[src/rtl/truth_table_sequencer_pkg.sv]
// Shared types and the golden-function helper for the truth-table sequencer.
// Optional build macro STOP_ON_FAIL_EN is consumed by the top module only.
package tt_seq_pkg;

    typedef enum logic [1:0] {
        ST_IDLE   = 2'd0,
        ST_DRIVE  = 2'd1,
        ST_SAMPLE = 2'd2,
        ST_DONE   = 2'd3
    } state_t;

    localparam logic [2:0] OP_AND  = 3'd0;
    localparam logic [2:0] OP_OR   = 3'd1;
    localparam logic [2:0] OP_XOR  = 3'd2;
    localparam logic [2:0] OP_NAND = 3'd3;
    localparam logic [2:0] OP_NOR  = 3'd4;
    localparam logic [2:0] OP_XNOR = 3'd5;

    // Widest vector the helper reduces over; only the low n bits take part.
    localparam int VEC_MAX = 8;

    function automatic logic expect_bit(input logic [2:0] op,
                                        input logic [VEC_MAX-1:0] vec,
                                        input int unsigned n);
        logic r_and;
        logic r_or;
        logic r_xor;
        logic res;
        r_and = 1'b1;
        r_or  = 1'b0;
        r_xor = 1'b0;
        for (int unsigned i = 0; i < VEC_MAX; i++) begin
            if (i < n) begin
                r_and = r_and & vec[i];
                r_or  = r_or  | vec[i];
                r_xor = r_xor ^ vec[i];
            end
        end
        case (op)
            OP_AND:  res = r_and;
            OP_OR:   res = r_or;
            OP_XOR:  res = r_xor;
            OP_NAND: res = ~r_and;
            OP_NOR:  res = ~r_or;
            OP_XNOR: res = ~r_xor;
            default: res = 1'b0;
        endcase
        return res;
    endfunction

endpackage

[src/rtl/truth_table_sequencer_golden.sv]
// Combinational golden reference: expected gate output for one input vector.
module tt_golden_ref
    import tt_seq_pkg::*;
#(
    parameter int N_IN = 3
) (
    input  logic [N_IN-1:0] vec_i,
    input  logic [2:0]      op_i,
    output logic            exp_y_o
);

    assign exp_y_o = expect_bit(op_i, VEC_MAX'(vec_i), N_IN);

endmodule

[src/rtl/truth_table_sequencer.sv]
// Clocked truth-table sweep and checker for small combinational gate DUTs.
// Build macro STOP_ON_FAIL_EN: end the sweep at the first mismatching vector.
//
// state  | meaning
// IDLE   | waiting for start after reset
// DRIVE  | dut_in held stable while hold_cnt counts the settle time
// SAMPLE | one cycle after the capture edge; pick next vector or finish
// DONE   | results held; start begins a fresh sweep
module truth_table_sequencer
    import tt_seq_pkg::*;
#(
    parameter int N_IN        = 3,
    parameter int HOLD_CYCLES = 4,
    parameter int EXPECT_OP   = 0
) (
    input  logic            clk,
    input  logic            rst,
    input  logic            start,
    output logic [N_IN-1:0] dut_in,
    input  logic            dut_y,
    output logic            busy,
    output logic            done,
    output logic            pass,
    output logic [N_IN:0]   err_count,
    output logic [N_IN-1:0] first_fail_vec,
    output logic            sample_valid,
    output logic [N_IN-1:0] sample_vec,
    output logic            sample_y
);

`ifdef STOP_ON_FAIL_EN
    localparam bit STOP_ON_FAIL = 1'b1;
`else
    localparam bit STOP_ON_FAIL = 1'b0;
`endif

    localparam logic [N_IN:0] ERR_MAX  = (N_IN+1)'(1 << N_IN);
    localparam logic [7:0]    HOLD_TC  = 8'(HOLD_CYCLES - 1);

    state_t            state_q, state_d;
    logic [N_IN-1:0]   dut_in_q, dut_in_d;
    logic [7:0]        hold_q, hold_d;
    logic [N_IN:0]     err_q, err_d;
    logic [N_IN-1:0]   ffv_q, ffv_d;
    logic              fail_seen_q, fail_seen_d;
    logic              pass_q, pass_d;
    logic              done_q, done_d;
    logic              sv_q, sv_d;
    logic [N_IN-1:0]   svec_q, svec_d;
    logic              sy_q, sy_d;
    logic              exp_y;

    tt_golden_ref #(.N_IN(N_IN)) u_golden (
        .vec_i   (dut_in_q),
        .op_i    (3'(EXPECT_OP)),
        .exp_y_o (exp_y)
    );

    // Flag an unsupported golden function code in simulation.
    always_comb begin
        assert (EXPECT_OP >= 0 && EXPECT_OP <= 5);
    end

    // State and result registers; reset clears every output immediately.
    always_ff @(posedge clk or posedge rst) begin
        if (rst) begin
            state_q     <= ST_IDLE;
            dut_in_q    <= '0;
            hold_q      <= '0;
            err_q       <= '0;
            ffv_q       <= '0;
            fail_seen_q <= 1'b0;
            pass_q      <= 1'b0;
            done_q      <= 1'b0;
            sv_q        <= 1'b0;
            svec_q      <= '0;
            sy_q        <= 1'b0;
        end else begin
            state_q     <= state_d;
            dut_in_q    <= dut_in_d;
            hold_q      <= hold_d;
            err_q       <= err_d;
            ffv_q       <= ffv_d;
            fail_seen_q <= fail_seen_d;
            pass_q      <= pass_d;
            done_q      <= done_d;
            sv_q        <= sv_d;
            svec_q      <= svec_d;
            sy_q        <= sy_d;
        end
    end

    // Next-state and output decode for the sweep.
    always_comb begin
        state_d     = state_q;
        dut_in_d    = dut_in_q;
        hold_d      = hold_q;
        err_d       = err_q;
        ffv_d       = ffv_q;
        fail_seen_d = fail_seen_q;
        pass_d      = pass_q;
        done_d      = 1'b0;
        sv_d        = 1'b0;
        svec_d      = svec_q;
        sy_d        = sy_q;

        case (state_q)
            ST_IDLE, ST_DONE: begin
                // done follows DONE one edge late so it lines up with the
                // published latency, but drops on the restart edge itself.
                done_d = (state_q == ST_DONE);
                if (start) begin
                    done_d      = 1'b0;
                    err_d       = '0;
                    ffv_d       = '0;
                    fail_seen_d = 1'b0;
                    pass_d      = 1'b0;
                    dut_in_d    = '0;
                    hold_d      = '0;
                    state_d     = ST_DRIVE;
                end
            end
            ST_DRIVE: begin
                hold_d = hold_q + 8'd1;
                if (hold_q == HOLD_TC) begin
                    state_d = ST_SAMPLE;
                    sv_d    = 1'b1;
                    svec_d  = dut_in_q;
                    sy_d    = dut_y;
                    // Case inequality so an X/Z from the DUT is a mismatch.
                    if (dut_y !== exp_y) begin
                        if (err_q != ERR_MAX) err_d = err_q + (N_IN+1)'(1);
                        if (!fail_seen_q) begin
                            ffv_d       = dut_in_q;
                            fail_seen_d = 1'b1;
                        end
                    end
                end
            end
            ST_SAMPLE: begin
                if ((STOP_ON_FAIL && fail_seen_q) || (&dut_in_q)) begin
                    state_d = ST_DONE;
                    pass_d  = (err_q == '0);
                end else begin
                    dut_in_d = dut_in_q + N_IN'(1);
                    hold_d   = '0;
                    state_d  = ST_DRIVE;
                end
            end
            default: state_d = ST_IDLE;
        endcase
    end

    assign dut_in         = dut_in_q;
    assign busy           = (state_q == ST_DRIVE) || (state_q == ST_SAMPLE);
    assign done           = done_q;
    assign pass           = pass_q;
    assign err_count      = err_q;
    assign first_fail_vec = ffv_q;
    assign sample_valid   = sv_q;
    assign sample_vec     = svec_q;
    assign sample_y       = sy_q;

endmodule

[config.mk]
export PLATFORM = sky130hd
export DESIGN_NAME = truth_table_sequencer
export DESIGN_NICKNAME = d
export VERILOG_FILES = /design/src/rtl/truth_table_sequencer_pkg.sv /design/src/rtl/truth_table_sequencer_golden.sv /design/src/rtl/truth_table_sequencer.sv
export SDC_FILE = /design/constraint.sdc
export NUM_CORES = 1
export LEC_CHECK = 0
export CORE_ASPECT_RATIO = 1.75
export CORE_MARGIN = 4
export CORE_UTILIZATION = 50
export CTS_CLUSTER_SIZE = 40
export DETAILED_ROUTE_END_ITERATION = 12
export DONT_BUFFER_PORTS = 1
export PLACE_DENSITY_LB_ADDON = 0.05
export SLEW_MARGIN = 10
export SYNTH_ARGS = -nofsm -noshare
export SYNTH_HDL_FRONTEND = slang
export SYNTH_SLANG_ARGS = --single-unit
[constraint.sdc]
create_clock -name clk -period 1.8 [get_ports clk]
set_clock_uncertainty 0.05 [all_clocks]
set_input_delay 0.18 -clock clk [delete_from_list [all_inputs] [get_ports clk]]
set_output_delay 0.18 -clock clk [all_outputs]
set_load 0.05 [all_outputs]
==> impl_metrics.yaml <==
synthesis:
  yosys.area_share.simple: 0.203
  ys_types: 36
  synth_nets: 173
  synth_area_sq_um: 1540
  synth.area.mux_share: 0.0496
  ys_seq_area_frac: 0.456
  synth_top_family_by_area: "simple AND/OR/NAND/NOR gates"
  ys_ff_latch: 28
  yosys_warnings: 0
  synth_xor_area_frac: 0.00570
  avgSynthCellArea_sq_um: 9.67
  synth_fa_ha_area_frac: 0.0814
  synth_compound_area_frac: 0.168
  synthCells: 159
grt:
  grt_pass1_vias: 1349
  grt_pass1_wl_um: 6350
  grt_usage: 0.203
  overflow: 0
  grt_max_degree: 29
  antenna_found_initial: 0
finish:
  layout_commonest_cell: "buf_4"
  postLayoutCoreUtil: 0.679
  fin_area_sq_um: 1990
  drive_gt1_frac: 0.321
  layout_common_cells: "buf_4, dfrtp_1, nand2_1"
  syn_to_final_growth_pct: 29.2
  antenna_cells: 0
  layout.nets: 205
placement:
  place_congestion: 0.801
  placed_area_sq_um: 1830
  hpwl_um: 2770
  place_ws_ns: -0.135
  io_buffers: 0
drt:
  first_iter_violations: 26
  drc: 0
  drt-total-wl_um: 3770
  routedWlPerCell_um: 17.3
  ant_nets: 0
  first_pass_iters: 5
  vias: 1333
  vias_per_cell: 6.11
setup_path:
  cp.required_ns: 1.97
  start_kind: "flip-flop"
  cp_max_fo: 5
  crit_type: "flip-flop to flip-flop"
  cp-end-kind: "flip-flop"
  arrival_ns: 1.99
sta:
  fmax_mhz: 549
  finalHoldViolCount: 0
  relSlewSlack: 0.641
  setup_ws_ns: -0.0228
  worstMarginPinSlew_ns: 0.538
  fin_crit_ns: 1.82
  slew_viol_final: 0
  fin_setup_tns_ns: -0.0391
  setup_viol: 2
  fin_crit_sh: 1.01
  grt_setup_unrepaired: "yes"
pwr:
  p_clk_frac: 0.331
  combinationalPowerShare: 0.101
  switchingPower_uw: 318
  swShare: 0.265
  ir_drop_uv: 579
  internal-power_uw: 882
  p_leak_uw: 0.000953
  pwr-share-seq: 0.569
  power.density_nw_per_um2: 604
status:
  outcome: "finished, violations left"
  violations: "negative setup slack"
floorplan:
  rows: 26
  die_w_um: 49.9
  die_area_sq_um: 4060
  core_area_sq_um: 2930
  fp.dieH_um: 81.4
  num_io_pins: 22
  start_util: 0.525
clocking:
  cts.sinks: 28
  root_buffer: "clkbuf_8"
  cts_max_path_buffers: 2
  clk_pin_slew_ns: 0.10
  cts_buffers: 3
  insertion_delay_ns: 0.28
  h-tree-depth: 1
  tritoncts: "done"
flow_run:
  cap_violations: 0
min_path:
  hold_class: "input pin to flip-flop"
power groups by stage:
stage / Sequential (uW) / Clock, uW / Combinational [uW]
finish: 683 / 397 / 121
global route: 686 / 428 / 133
floorplan: 725 / 0 / 45.5
global placement: 694 / 0 / 106
CTS: 682 / 402 / 121
detailed placement: 695 / 0 / 112
critical path, stage by stage (launching register included):
cell and delay (ns):
dfrtp_1 0.38, ha_2 0.18, or4b_4 0.51, nor4_4 0.27, and3_1 0.24, a21o_1 0.13
cells in the mapped netlist:
cell,n,area share
or4b_4,1,0.0089
nor2_1,5,0.012
a31oi_1,1,0.0041
nand2_1,21,0.051
a41o_1,1,0.0065
or2_2,3,0.012
nor2b_1,1,0.0041
nand2b_1,2,0.0081
o31ai_1,2,0.0098
ha_1,10,0.081
mux2i_1,2,0.013
and2_1,2,0.0081
nor4_1,1,0.0041
o211ai_1,2,0.0098
o21ai_0,18,0.059
and3_1,1,0.0041
or3_1,3,0.012
a21oi_1,5,0.016
inv_1,11,0.027
a21o_1,3,0.015
o22ai_1,1,0.0041
a22o_1,6,0.034
nor3_1,3,0.0098
o21a_1,2,0.0098
nand3b_1,1,0.0049
xnor2_1,1,0.0057
clkbuf_1,3,0.0073
mux2_2,5,0.037
nor4b_1,1,0.0057
nand3_1,6,0.020
or4_1,1,0.0049
nor3_2,1,0.0065
buf_2,1,0.0033
nor4_4,1,0.014
nand4_1,3,0.012
dfrtp_1,28,0.46
registers in the layout, summed over array words and instances (netlist names):
register,flops
pass,1
sample_valid,1
done,1
hold_q,8
sample_y,1
dut_in,3
fail_seen_q,1
err_count,4
state_q,2
sample_vec,3
first_fail_vec,3
final timing paths:
path,cells past startpoint,to,startpoint,slack [ns]
max in group asynchronous,3,dut_in[1],rst,1.05
hold / removal,3,fail_seen_q,start,0.07
min in group asynchronous,3,hold_q[6],rst,0.35
setup reg to reg,5,first_fail_vec[0],hold_q[1],-0.02
hold reg to reg,2,hold_q[7],hold_q[7],0.52
setup / recovery,5,first_fail_vec[0],hold_q[1],-0.02
cells by family after synthesis:
group                    Yosys count
multiplexers                       7
AND/OR/NAND/NOR                   57
adder cells (fa/ha/maj)           10
flip-flops                        28
buffers and inverters             15
XOR/XNOR                           1
AO/OA/AOI/OAI                     41
repair_timing:
| item | in CTS | in global routing |
|---|---|---|
| endpoints found under the setup margin | 15 | 21 |
| pin swaps | 3 | 7 |
| hold endpoints to repair | 30 | 0 |
| resized for setup | 5 | 9 |
| buffers inserted | 2 | 2 |
| hold buffers | 3 | 0 |
metrics by stage:
step	hold WS (ns)	cells	power, uW
6_report	0.0693	218	1200
3_5_place_dp	0.112	207	807
5_1_grt	0.127	218	1250
4_1_cts	0.0772	216	1210
2_1_floorplan	0.195	159	771
3_3_place_gp	0.102	207	800
area by class of cell:
class / instances / area (sq um)
Fill cell: 249 / 941
Multi-Input combinational cell: 116 / 907
Sequential cell: 28 / 704
Timing Repair Buffer: 31 / 244
Clock buffer: 4 / 55.1
Inverter: 11 / 41.3
Tap cell: 28 / 35.0
layer usage:
metal | up-vias | wire, um | global-route usage
li1 | 626 | - | -
met1 | 669 | 1430 | 0.214
met2 | 28 | 2110 | 0.395
met3 | 10 | 97 | 0.0257
met4 | 0 | 125 | 0.0831
met5 | - | 0 | 0
Note: power is estimated with default switching activity, not from simulation.
